$ cat config.mk
export PLATFORM = sky130hd
export DESIGN_NAME = bp_cce_mem_stream_arb
export DESIGN_NICKNAME = d
export VERILOG_FILES = /design/src/rtl/bp_me_pkg.sv /design/src/rtl/bp_me_stream_arb_tracker.sv /design/src/rtl/bp_cce_mem_stream_arb.sv
export SDC_FILE = /design/constraint.sdc
export NUM_CORES = 1
export LEC_CHECK = 0
export BUFFER_PORTS_ARGS = -buffer_cell sky130_fd_sc_hd__buf_4
export CAP_MARGIN = 20
export CORE_AREA = 2 2 362 364
export CTS_BUF_LIST = sky130_fd_sc_hd__clkbuf_4 sky130_fd_sc_hd__clkbuf_8
export CTS_CLUSTER_SIZE = 40
export DETAILED_ROUTE_END_ITERATION = 8
export DIE_AREA = 0 0 364 366
export RECOVER_POWER = 100
export SLEW_MARGIN = 20
export SYNTH_ARGS = -nofsm -noshare
export SYNTH_HDL_FRONTEND = slang
export SYNTH_HIERARCHICAL = 1
export SYNTH_SLANG_ARGS = --single-unit
$ cat constraint.sdc
create_clock -name clk_i -period 10.95 [get_ports clk_i]
set_input_delay 1.095 -clock clk_i [delete_from_list [all_inputs] [get_ports clk_i]]
set_output_delay 1.095 -clock clk_i [all_outputs]
set_load 0.05 [all_outputs]
$ cat src/rtl/bp_me_pkg.sv
// Shared definitions for the BedRock memory-side stream arbiter and its tracker.
package bp_me_pkg;

    localparam int dword_width_gp      = 64;
    localparam int mem_header_width_lp = 64;

    typedef enum logic [0:0] {
        e_arb_rr    = 1'b0,
        e_arb_fixed = 1'b1
    } bp_me_arb_mode_e;

    // Index width that stays at least one bit for degenerate sizes
    function automatic int lg_safe(input int n);
        return (n > 1) ? $clog2(n) : 1;
    endfunction

endpackage

$ cat src/rtl/bp_me_stream_arb_tracker.sv
// Issue-order FIFO of channel indices; head names the owner of the next memory response.
module bp_me_stream_arb_tracker
    import bp_me_pkg::*;
#(
    parameter int width_p = 2,
    parameter int els_p   = 8
)(
    input  logic               clk_i,
    input  logic               reset_i,
    input  logic               push_i,
    input  logic [width_p-1:0] data_i,
    input  logic               pop_i,
    output logic               full_o,
    output logic               empty_o,
    output logic [width_p-1:0] head_o
);

    localparam int ptr_w_lp = lg_safe(els_p);
    localparam int cnt_w_lp = $clog2(els_p + 1);

    logic [width_p-1:0]  mem_q [els_p];
    logic [ptr_w_lp-1:0] wptr_q, wptr_d, rptr_q, rptr_d;
    logic [cnt_w_lp-1:0] count_q, count_d;
    logic                push_ok, pop_ok;

    function automatic logic [ptr_w_lp-1:0] ptr_inc(input logic [ptr_w_lp-1:0] p);
        return (p == ptr_w_lp'(els_p - 1)) ? '0 : p + 1'b1;
    endfunction

    assign full_o  = (count_q == cnt_w_lp'(els_p));
    assign empty_o = (count_q == '0);
    assign head_o  = mem_q[rptr_q];
    assign push_ok = push_i & ~full_o;
    assign pop_ok  = pop_i & ~empty_o;

    always_comb begin
        wptr_d  = push_ok ? ptr_inc(wptr_q) : wptr_q;
        rptr_d  = pop_ok  ? ptr_inc(rptr_q) : rptr_q;
        count_d = count_q;
        case ({push_ok, pop_ok})
            2'b10:   count_d = count_q + 1'b1;
            2'b01:   count_d = count_q - 1'b1;
            default: count_d = count_q;
        endcase
    end

    always_ff @(posedge clk_i or posedge reset_i) begin
        if (reset_i) begin
            wptr_q  <= '0;
            rptr_q  <= '0;
            count_q <= '0;
        end else begin
            wptr_q  <= wptr_d;
            rptr_q  <= rptr_d;
            count_q <= count_d;
        end
    end

    // Storage needs no reset: head is only consumed while count_q is non-zero
    always_ff @(posedge clk_i) begin
        if (push_ok) begin
            mem_q[wptr_q] <= data_i;
        end
    end

endmodule

$ cat src/rtl/bp_cce_mem_stream_arb.sv
// N-to-1 BedRock stream arbiter: message-locked command merge, in-order response return.
module bp_cce_mem_stream_arb
    import bp_me_pkg::*;
#(
    parameter int              num_cce_p      = 4,
    parameter int              header_width_p = mem_header_width_lp,
    parameter int              data_width_p   = dword_width_gp,
    parameter int              outstanding_p  = 8,
    parameter bp_me_arb_mode_e arb_mode_p     = e_arb_rr
)(
    input  logic                                clk_i,
    input  logic                                reset_i,

    input  logic [num_cce_p*header_width_p-1:0] cce_cmd_header_i,
    input  logic [num_cce_p*data_width_p-1:0]   cce_cmd_data_i,
    input  logic [num_cce_p-1:0]                cce_cmd_v_i,
    output logic [num_cce_p-1:0]                cce_cmd_ready_and_o,
    input  logic [num_cce_p-1:0]                cce_cmd_last_i,

    output logic [header_width_p-1:0]           cce_resp_header_o,
    output logic [data_width_p-1:0]             cce_resp_data_o,
    output logic [num_cce_p-1:0]                cce_resp_v_o,
    input  logic [num_cce_p-1:0]                cce_resp_ready_and_i,
    output logic                                cce_resp_last_o,

    output logic [header_width_p-1:0]           mem_cmd_header_o,
    output logic [data_width_p-1:0]             mem_cmd_data_o,
    output logic                                mem_cmd_v_o,
    output logic                                mem_cmd_last_o,
    input  logic                                mem_cmd_ready_and_i,

    input  logic [header_width_p-1:0]           mem_resp_header_i,
    input  logic [data_width_p-1:0]             mem_resp_data_i,
    input  logic                                mem_resp_v_i,
    input  logic                                mem_resp_last_i,
    output logic                                mem_resp_ready_and_o
);

    localparam int lg_cce_lp  = lg_safe(num_cce_p);
    localparam int lg1_cce_lp = lg_cce_lp + 1;

    localparam logic [0:0] st_idle_lp  = 1'b0;
    localparam logic [0:0] st_burst_lp = 1'b1;

    localparam logic [num_cce_p-1:0] ch_one_lp = {{(num_cce_p-1){1'b0}}, 1'b1};

    logic [0:0]                lock_q, lock_d;
    logic [lg_cce_lp-1:0]      grant_q, grant_d;
    logic [lg_cce_lp-1:0]      rr_ptr_q, rr_ptr_d;

    logic [header_width_p-1:0] cmd_hdr_arr  [num_cce_p];
    logic [data_width_p-1:0]   cmd_data_arr [num_cce_p];
    logic [lg1_cce_lp-1:0]     scan_sum     [num_cce_p];
    logic [lg_cce_lp-1:0]      scan_idx     [num_cce_p];

    logic [lg_cce_lp-1:0]      winner, sel, sel_inc;
    logic                      any_v, cmd_en, cmd_hs, push;
    logic                      trk_full, trk_empty, pop;
    logic [lg_cce_lp-1:0]      trk_head;

    // scan_idx[k] is the channel examined k-th: rotated from rr_ptr_q, or identity in fixed mode
    genvar gi;
    generate
        for (gi = 0; gi < num_cce_p; gi++) begin : g_ch
            assign cmd_hdr_arr[gi]  = cce_cmd_header_i[gi*header_width_p +: header_width_p];
            assign cmd_data_arr[gi] = cce_cmd_data_i[gi*data_width_p +: data_width_p];
            assign scan_sum[gi]     = {1'b0, rr_ptr_q} + lg1_cce_lp'(gi);
            assign scan_idx[gi]     = (arb_mode_p == e_arb_fixed) ? lg_cce_lp'(gi)
                                    : (scan_sum[gi] >= lg1_cce_lp'(num_cce_p))
                                      ? lg_cce_lp'(scan_sum[gi] - lg1_cce_lp'(num_cce_p))
                                      : scan_sum[gi][lg_cce_lp-1:0];
        end
    endgenerate

    // Walk from last to first so the earliest requester in scan order is what remains
    always_comb begin
        winner = '0;
        any_v  = 1'b0;
        for (int i = num_cce_p - 1; i >= 0; i--) begin
            if (cce_cmd_v_i[scan_idx[i]]) begin
                winner = scan_idx[i];
                any_v  = 1'b1;
            end
        end
    end

    assign sel     = (lock_q == st_burst_lp) ? grant_q : winner;
    assign sel_inc = (sel == lg_cce_lp'(num_cce_p - 1)) ? '0 : sel + 1'b1;

    // A new message may start only with tracker room; a locked burst always continues
    assign cmd_en = ~reset_i & ((lock_q == st_burst_lp) | (any_v & ~trk_full));

    assign mem_cmd_header_o    = cmd_hdr_arr[sel];
    assign mem_cmd_data_o      = cmd_data_arr[sel];
    assign mem_cmd_last_o      = cce_cmd_last_i[sel];
    assign mem_cmd_v_o         = cmd_en & cce_cmd_v_i[sel];
    assign cce_cmd_ready_and_o = cmd_en ? ({num_cce_p{mem_cmd_ready_and_i}} & (ch_one_lp << sel)) : '0;

    assign cmd_hs = mem_cmd_v_o & mem_cmd_ready_and_i;
    assign push   = cmd_hs & (lock_q == st_idle_lp);

    always_comb begin
        lock_d   = lock_q;
        grant_d  = grant_q;
        rr_ptr_d = rr_ptr_q;
        if (cmd_hs) begin
            if (cce_cmd_last_i[sel]) begin
                lock_d   = st_idle_lp;
                rr_ptr_d = sel_inc;
            end else begin
                lock_d   = st_burst_lp;
                grant_d  = sel;
            end
        end
    end

    always_ff @(posedge clk_i or posedge reset_i) begin
        if (reset_i) begin
            lock_q   <= st_idle_lp;
            grant_q  <= '0;
            rr_ptr_q <= '0;
        end else begin
            lock_q   <= lock_d;
            grant_q  <= grant_d;
            rr_ptr_q <= rr_ptr_d;
        end
    end

    bp_me_stream_arb_tracker #(
        .width_p (lg_cce_lp),
        .els_p   (outstanding_p)
    ) u_tracker (
        .clk_i   (clk_i),
        .reset_i (reset_i),
        .push_i  (push),
        .data_i  (sel),
        .pop_i   (pop),
        .full_o  (trk_full),
        .empty_o (trk_empty),
        .head_o  (trk_head)
    );

    assign cce_resp_header_o    = mem_resp_header_i;
    assign cce_resp_data_o      = mem_resp_data_i;
    assign cce_resp_last_o      = mem_resp_last_i;
    assign cce_resp_v_o         = (~trk_empty & mem_resp_v_i) ? (ch_one_lp << trk_head) : '0;
    assign mem_resp_ready_and_o = ~trk_empty & cce_resp_ready_and_i[trk_head];
    assign pop                  = mem_resp_v_i & mem_resp_ready_and_o & mem_resp_last_i;

    a_resp_when_empty: assert property (@(posedge clk_i) disable iff (reset_i)
        !(mem_resp_v_i && trk_empty));

endmodule

==> report_table.html <==
<table>
<tr><th>Metric</th><th>Value</th></tr>
<tr><th colspan="2">Yosys</th></tr>
<tr><td>Share of synthesized cell area in full adder, half adder and majority cells</td><td>1.95%</td></tr>
<tr><td>Cell count after synthesis</td><td>1143</td></tr>
<tr><td>Cell type with the largest total area after synthesis</td><td>nand2_1</td></tr>
<tr><td>Simple-gate portion of the synthesized area</td><td>45.3%</td></tr>
<tr><td>Sequential cell area fraction in the yosys report</td><td>12.6%</td></tr>
<tr><td>Ys Warns</td><td>6</td></tr>
<tr><td>EDFF count, synth</td><td>16</td></tr>
<tr><td>Post-synthesis compound-gate area fraction</td><td>14.9%</td></tr>
<tr><td>Largest family of logic cells by synthesized area</td><td>simple AND/OR/NAND/NOR gates</td></tr>
<tr><td>Yosys top cell area share</td><td>28.8%</td></tr>
<tr><td>Top cells by area, synth</td><td>nand2_1 (29%), buf_4 (14%), and3_1 (12%)</td></tr>
<tr><td>Cell area after synthesis</td><td>6800 sq um</td></tr>
<tr><td>Net count after synthesis</td><td>1810</td></tr>
<tr><td>Async SR Flop Fraction</td><td>48.4%</td></tr>
<tr><td>Avg Synthesized Cell Area</td><td>5.95 sq um</td></tr>
<tr><td>Xor-xnor portion of the synthesized cell area</td><td>0.258%</td></tr>
<tr><td>Count of state elements after synthesis</td><td>31</td></tr>
<tr><td>Multiplexer share of the synthesized area</td><td>4.25%</td></tr>
<tr><td>Synth unique cells</td><td>53</td></tr>
<tr><td>Dominant synthesized flop cell</td><td>edfxtp_1</td></tr>
<tr><th colspan="2">Floorplanning</th></tr>
<tr><td>Standard-cell rows</td><td>132</td></tr>
<tr><td>Floorplan die area</td><td>133000 sq um</td></tr>
<tr><td>Core area</td><td>129000 sq um</td></tr>
<tr><td>Count of boundary I/O pins</td><td>925</td></tr>
<tr><td>Starting Density</td><td>5.27%</td></tr>
<tr><td>Width of the chip</td><td>364 um</td></tr>
<tr><td>Chip Height</td><td>366 um</td></tr>
<tr><th colspan="2">Clock tree</th></tr>
<tr><td>Clock sink count</td><td>31</td></tr>
<tr><td>Number of buffers created by CTS</td><td>5</td></tr>
<tr><td>CTS root buffer</td><td>clkbuf_8</td></tr>
<tr><td>Number of buffers between clock root and the deepest sink</td><td>2</td></tr>
<tr><td>Clock latency on the worst-skew pair</td><td>0.28 ns</td></tr>
<tr><td>Clock transition at path regs</td><td>0.06 ns</td></tr>
<tr><td>Htree depth</td><td>2</td></tr>
<tr><td>Count of buffers added by post-CTS timing repair for setup</td><td>0</td></tr>
<tr><td>Hold-fix buffers at CTS</td><td>0</td></tr>
<tr><td>CTS tree</td><td>built</td></tr>
<tr><td>Post-cts repair resize count</td><td>0</td></tr>
<tr><th colspan="2">Global route</th></tr>
<tr><td>Via count of the first global-routing pass</td><td>10200</td></tr>
<tr><td>First-pass GRT wire length</td><td>101000 um</td></tr>
<tr><td>Pin count of the biggest net entering global routing</td><td>108</td></tr>
<tr><td>Number of antenna violations at the first check in global routing</td><td>46</td></tr>
<tr><td>Global router's overall resource usage</td><td>11.5%</td></tr>
<tr><td>GRT Residual Overflow</td><td>0</td></tr>
<tr><th colspan="2">Critical path</th></tr>
<tr><td>Kind of launch point of the worst setup path</td><td>input port</td></tr>
<tr><td>Delay of the slowest critical-path stage</td><td>2.17 ns</td></tr>
<tr><td>Arrival time at the worst endpoint</td><td>7.22 ns</td></tr>
<tr><td>Worst path most repeated cell</td><td>clkbuf_1</td></tr>
<tr><td>Cells along the critical path</td><td>clkbuf_1, nor2b_1, o311ai_0, o31ai_4, buf_4, buf_4, clkbuf_1, nand2_1, and3_1, a31oi_1, clkbuf_1</td></tr>
<tr><td>Required time at the endpoint of the critical path</td><td>9.86 ns</td></tr>
<tr><td>Crit. End Element</td><td>output port</td></tr>
<tr><td>CP max FO</td><td>74</td></tr>
<tr><td>Number of cells traversed by the worst register-to-register path</td><td>12</td></tr>
<tr><td>Slowest stage cell on the critical path</td><td>clkbuf_1</td></tr>
<tr><td>Type of the worst setup path</td><td>in2out</td></tr>
<tr><th colspan="2">Finish</th></tr>
<tr><td>Flip-flop and latch area</td><td>856 sq um</td></tr>
<tr><td>Net count reported at finish</td><td>2277</td></tr>
<tr><td>Filler Cell Count</td><td>15300</td></tr>
<tr><td>Fraction of final layout cells sized beyond drive strength 1</td><td>35.1%</td></tr>
<tr><td>Layout Utilization</td><td>9.54%</td></tr>
<tr><td>Layout overhead on the synthesized area</td><td>80.9%</td></tr>
<tr><td>Area used by multi-input combinational logic</td><td>4470 sq um</td></tr>
<tr><th colspan="2">Power</th></tr>
<tr><td>Net load switching power</td><td>3990 uW</td></tr>
<tr><td>Internal power consumption</td><td>1130 uW</td></tr>
<tr><td>Power per Cell Area</td><td>416 nW/um^2</td></tr>
<tr><td>Proportion of power drawn by combinational gates</td><td>93.9%</td></tr>
<tr><td>Total Power Consumption</td><td>5110 uW</td></tr>
<tr><td>Switching Share</td><td>78.0%</td></tr>
<tr><td>Proportion of power drawn by the clock network</td><td>2.1%</td></tr>
<tr><td>Fraction of power consumed by sequential logic</td><td>4.1%</td></tr>
<tr><td>Leak pwr</td><td>0.00558 uW</td></tr>
<tr><td>Worst vdd ir</td><td>0.297 mV</td></tr>
<tr><th colspan="2">Place</th></tr>
<tr><td>Weighted congestion at the end of routability-driven global placement</td><td>0.920</td></tr>
<tr><td>Setup slack after placement</td><td>4.62 ns</td></tr>
<tr><td>Count of buffers from port buffering</td><td>668</td></tr>
<tr><td>Total half-perimeter wirelength after legalization and detailed placement</td><td>72500 um</td></tr>
<tr><th colspan="2">STA</th></tr>
<tr><td>Fmax</td><td>120 MHz</td></tr>
<tr><td>Sum Neg Setup Slack</td><td>0 ns</td></tr>
<tr><td>Total count of hold-check failures in the final report</td><td>0</td></tr>
<tr><td>Setup repair after global routing missed its margin</td><td>no</td></tr>
<tr><td>Clock skew after layout</td><td>0.00649 ns</td></tr>
<tr><td>Shortest period the worst path allows</td><td>8.31 ns</td></tr>
<tr><td>Total of endpoints with negative setup slack in the final report</td><td>0</td></tr>
<tr><td>Slew at the pin closest to its max-slew limit</td><td>3.24 ns</td></tr>
<tr><td>Part of the cycle the worst path needs</td><td>75.9%</td></tr>
<tr><td>Worst setup margin</td><td>2.64 ns</td></tr>
<tr><td>Worst slew slack as a fraction of its limit</td><td>-116%</td></tr>
<tr><td>Count of final max-slew check failures</td><td>199</td></tr>
<tr><th colspan="2">Detailed routing</th></tr>
<tr><td>Via count of the routed design</td><td>10400</td></tr>
<tr><td>Iteration count of the initial detailed-routing pass</td><td>7</td></tr>
<tr><td>Post-DRT Antenna Nets</td><td>0</td></tr>
<tr><td>Detailed-route vias per instance</td><td>3.10</td></tr>
<tr><td>DRC errors left</td><td>0</td></tr>
<tr><td>Final routed wirelength across all metal layers</td><td>81400 um</td></tr>
<tr><td>Initial DRC Count</td><td>646</td></tr>
<tr><td>Per-cell routed wire length</td><td>24.2 um</td></tr>
<tr><th colspan="2">Run</th></tr>
<tr><td>Number of max-cap violations</td><td>3</td></tr>
<tr><th colspan="2">Hold path</th></tr>
<tr><td>Classification of the worst-slack hold path</td><td>reg2reg</td></tr>
<tr><td>Instance count along the most critical hold path</td><td>1</td></tr>
<tr><th colspan="2">Status</th></tr>
<tr><td>Status</td><td>finished with violations</td></tr>
<tr><td>Failing checks</td><td>capacitance limit, slew limit</td></tr>
</table>
-- registers in the layout, summed over array words and instances, names as in the netlist --
signal and cells:
lock_q 1, rr_ptr_q 2, u_tracker/count_q 4, u_tracker/rptr_q 3
grant_q 2, u_tracker/mem_q 16, u_tracker/wptr_q 3
-- cell usage in the layout (no fill, tap or decap), drive strengths merged, types with 2 or more instances in the layout --
cell type  count
buf          541
nand2        522
clkbuf       141
and3         131
a31oi        129
edfxtp        16
diode         15
dfrtp         15
inv           15
nor2          11
mux2          11
ha             9
nand2b         6
nor2b          5
a21oi          5
mux4           5
nor3           5
nor4           4
o21ai          4
mux2i          3
nand3          3
nor3b          3
o211ai         2
a21o           2
o311ai         2
and2           2
o41ai          2
clkinv         2
or4b           2
-- cells by family after synthesis --
family	after synthesis
xor gates and xnor gates	2
muxes	19
adders and majority gates	10
DFF	31
AOI/OAI and AO/OA	151
and+or+nand+nor	698
buffers and inverters	232
-- power groups by stage --
stage               sequential (uW)  combinational, uW  clock (uW)
floorplan                       190               3150           0
global placement                209               5270           0
detailed placement              211               5290           0
CTS                             209               5300         110
global route                    213               5060         114
finish                          207               4800         107
-- Yosys cell counts, types with 2 or more instances --
master    count
mux4_2        5
mux2_2        3
a31oi_1     129
o21ai_0       3
clkbuf_1     47
nor3_1        5
edfxtp_1     16
nand2_1     521
buf_1         5
nor2_1       10
inv_1        14
nor2b_1       5
o41ai_2       2
nand2b_1      5
mux2_1        2
mux2_4        6
mux2i_1       3
and2_1        2
nor3b_1       3
nand3_1       2
ha_1          9
a21oi_1       5
buf_4       129
a21o_1        2
buf_2        35
dfrtp_1      15
nor4_1        4
and3_1      131
-- worst paths after layout --
| check | from | endpoint | slack (ns) |
|---|---|---|---|
| worst max-delay path | cce_cmd_v_i[0] | mem_cmd_data_o[27] | 2.64 |
| worst min-delay path | grant_q[0] | grant_q[0] | 0.52 |
| worst max register to register | lock_q | u_tracker/count_q[3] | 5.48 |
| worst min register to register | grant_q[0] | grant_q[0] | 0.52 |
| max in group asynchronous | reset_i | u_tracker/wptr_q[2] | 9.88 |
| min in group asynchronous | reset_i | grant_q[0] | 0.74 |
-- layer usage --
| metal | up-vias | GRT usage (%) | wire length (um) |
|---|---|---|---|
| li1 | 4671 | - | - |
| met1 | 4835 | 14.3 | 34300 |
| met2 | 794 | 18.0 | 35200 |
| met3 | 96 | 5.23 | 9630 |
| met4 | 42 | 2.66 | 2000 |
| met5 | - | 0 | 283 |
-- worst max-delay path: cells and delay by family --
kind	cells	cell delay, ns
AO/OA/AOI/OAI	3	1.11
buffers and inverters	5	4.20
AND/OR/NAND/NOR	3	0.63
-- per-stage QoR --
stage	instance area, sq um	hold slack, ns	cells
after global routing	12300	0.546	3361
after detailed placement	12800	0.510	3345
after floorplan	6800	0.481	1143
after CTS	12900	0.525	3353
final	12300	0.525	3368
after global placement	12700	0.502	3345
-- layout make-up --
cell class | count | share of cell area [%]
Timing Repair Buffer | 677 | 37.3
Antenna cell | 15 | 0.305
Multi-Input combinational cell | 880 | 36.3
Clock buffer | 5 | 0.559
Inverter | 15 | 0.559
Sequential cell | 31 | 6.95
Clock inverter | 3 | 0.315
Tap cell | 1742 | 17.7
No activity file was read; power rests on OpenSTA's default activity.
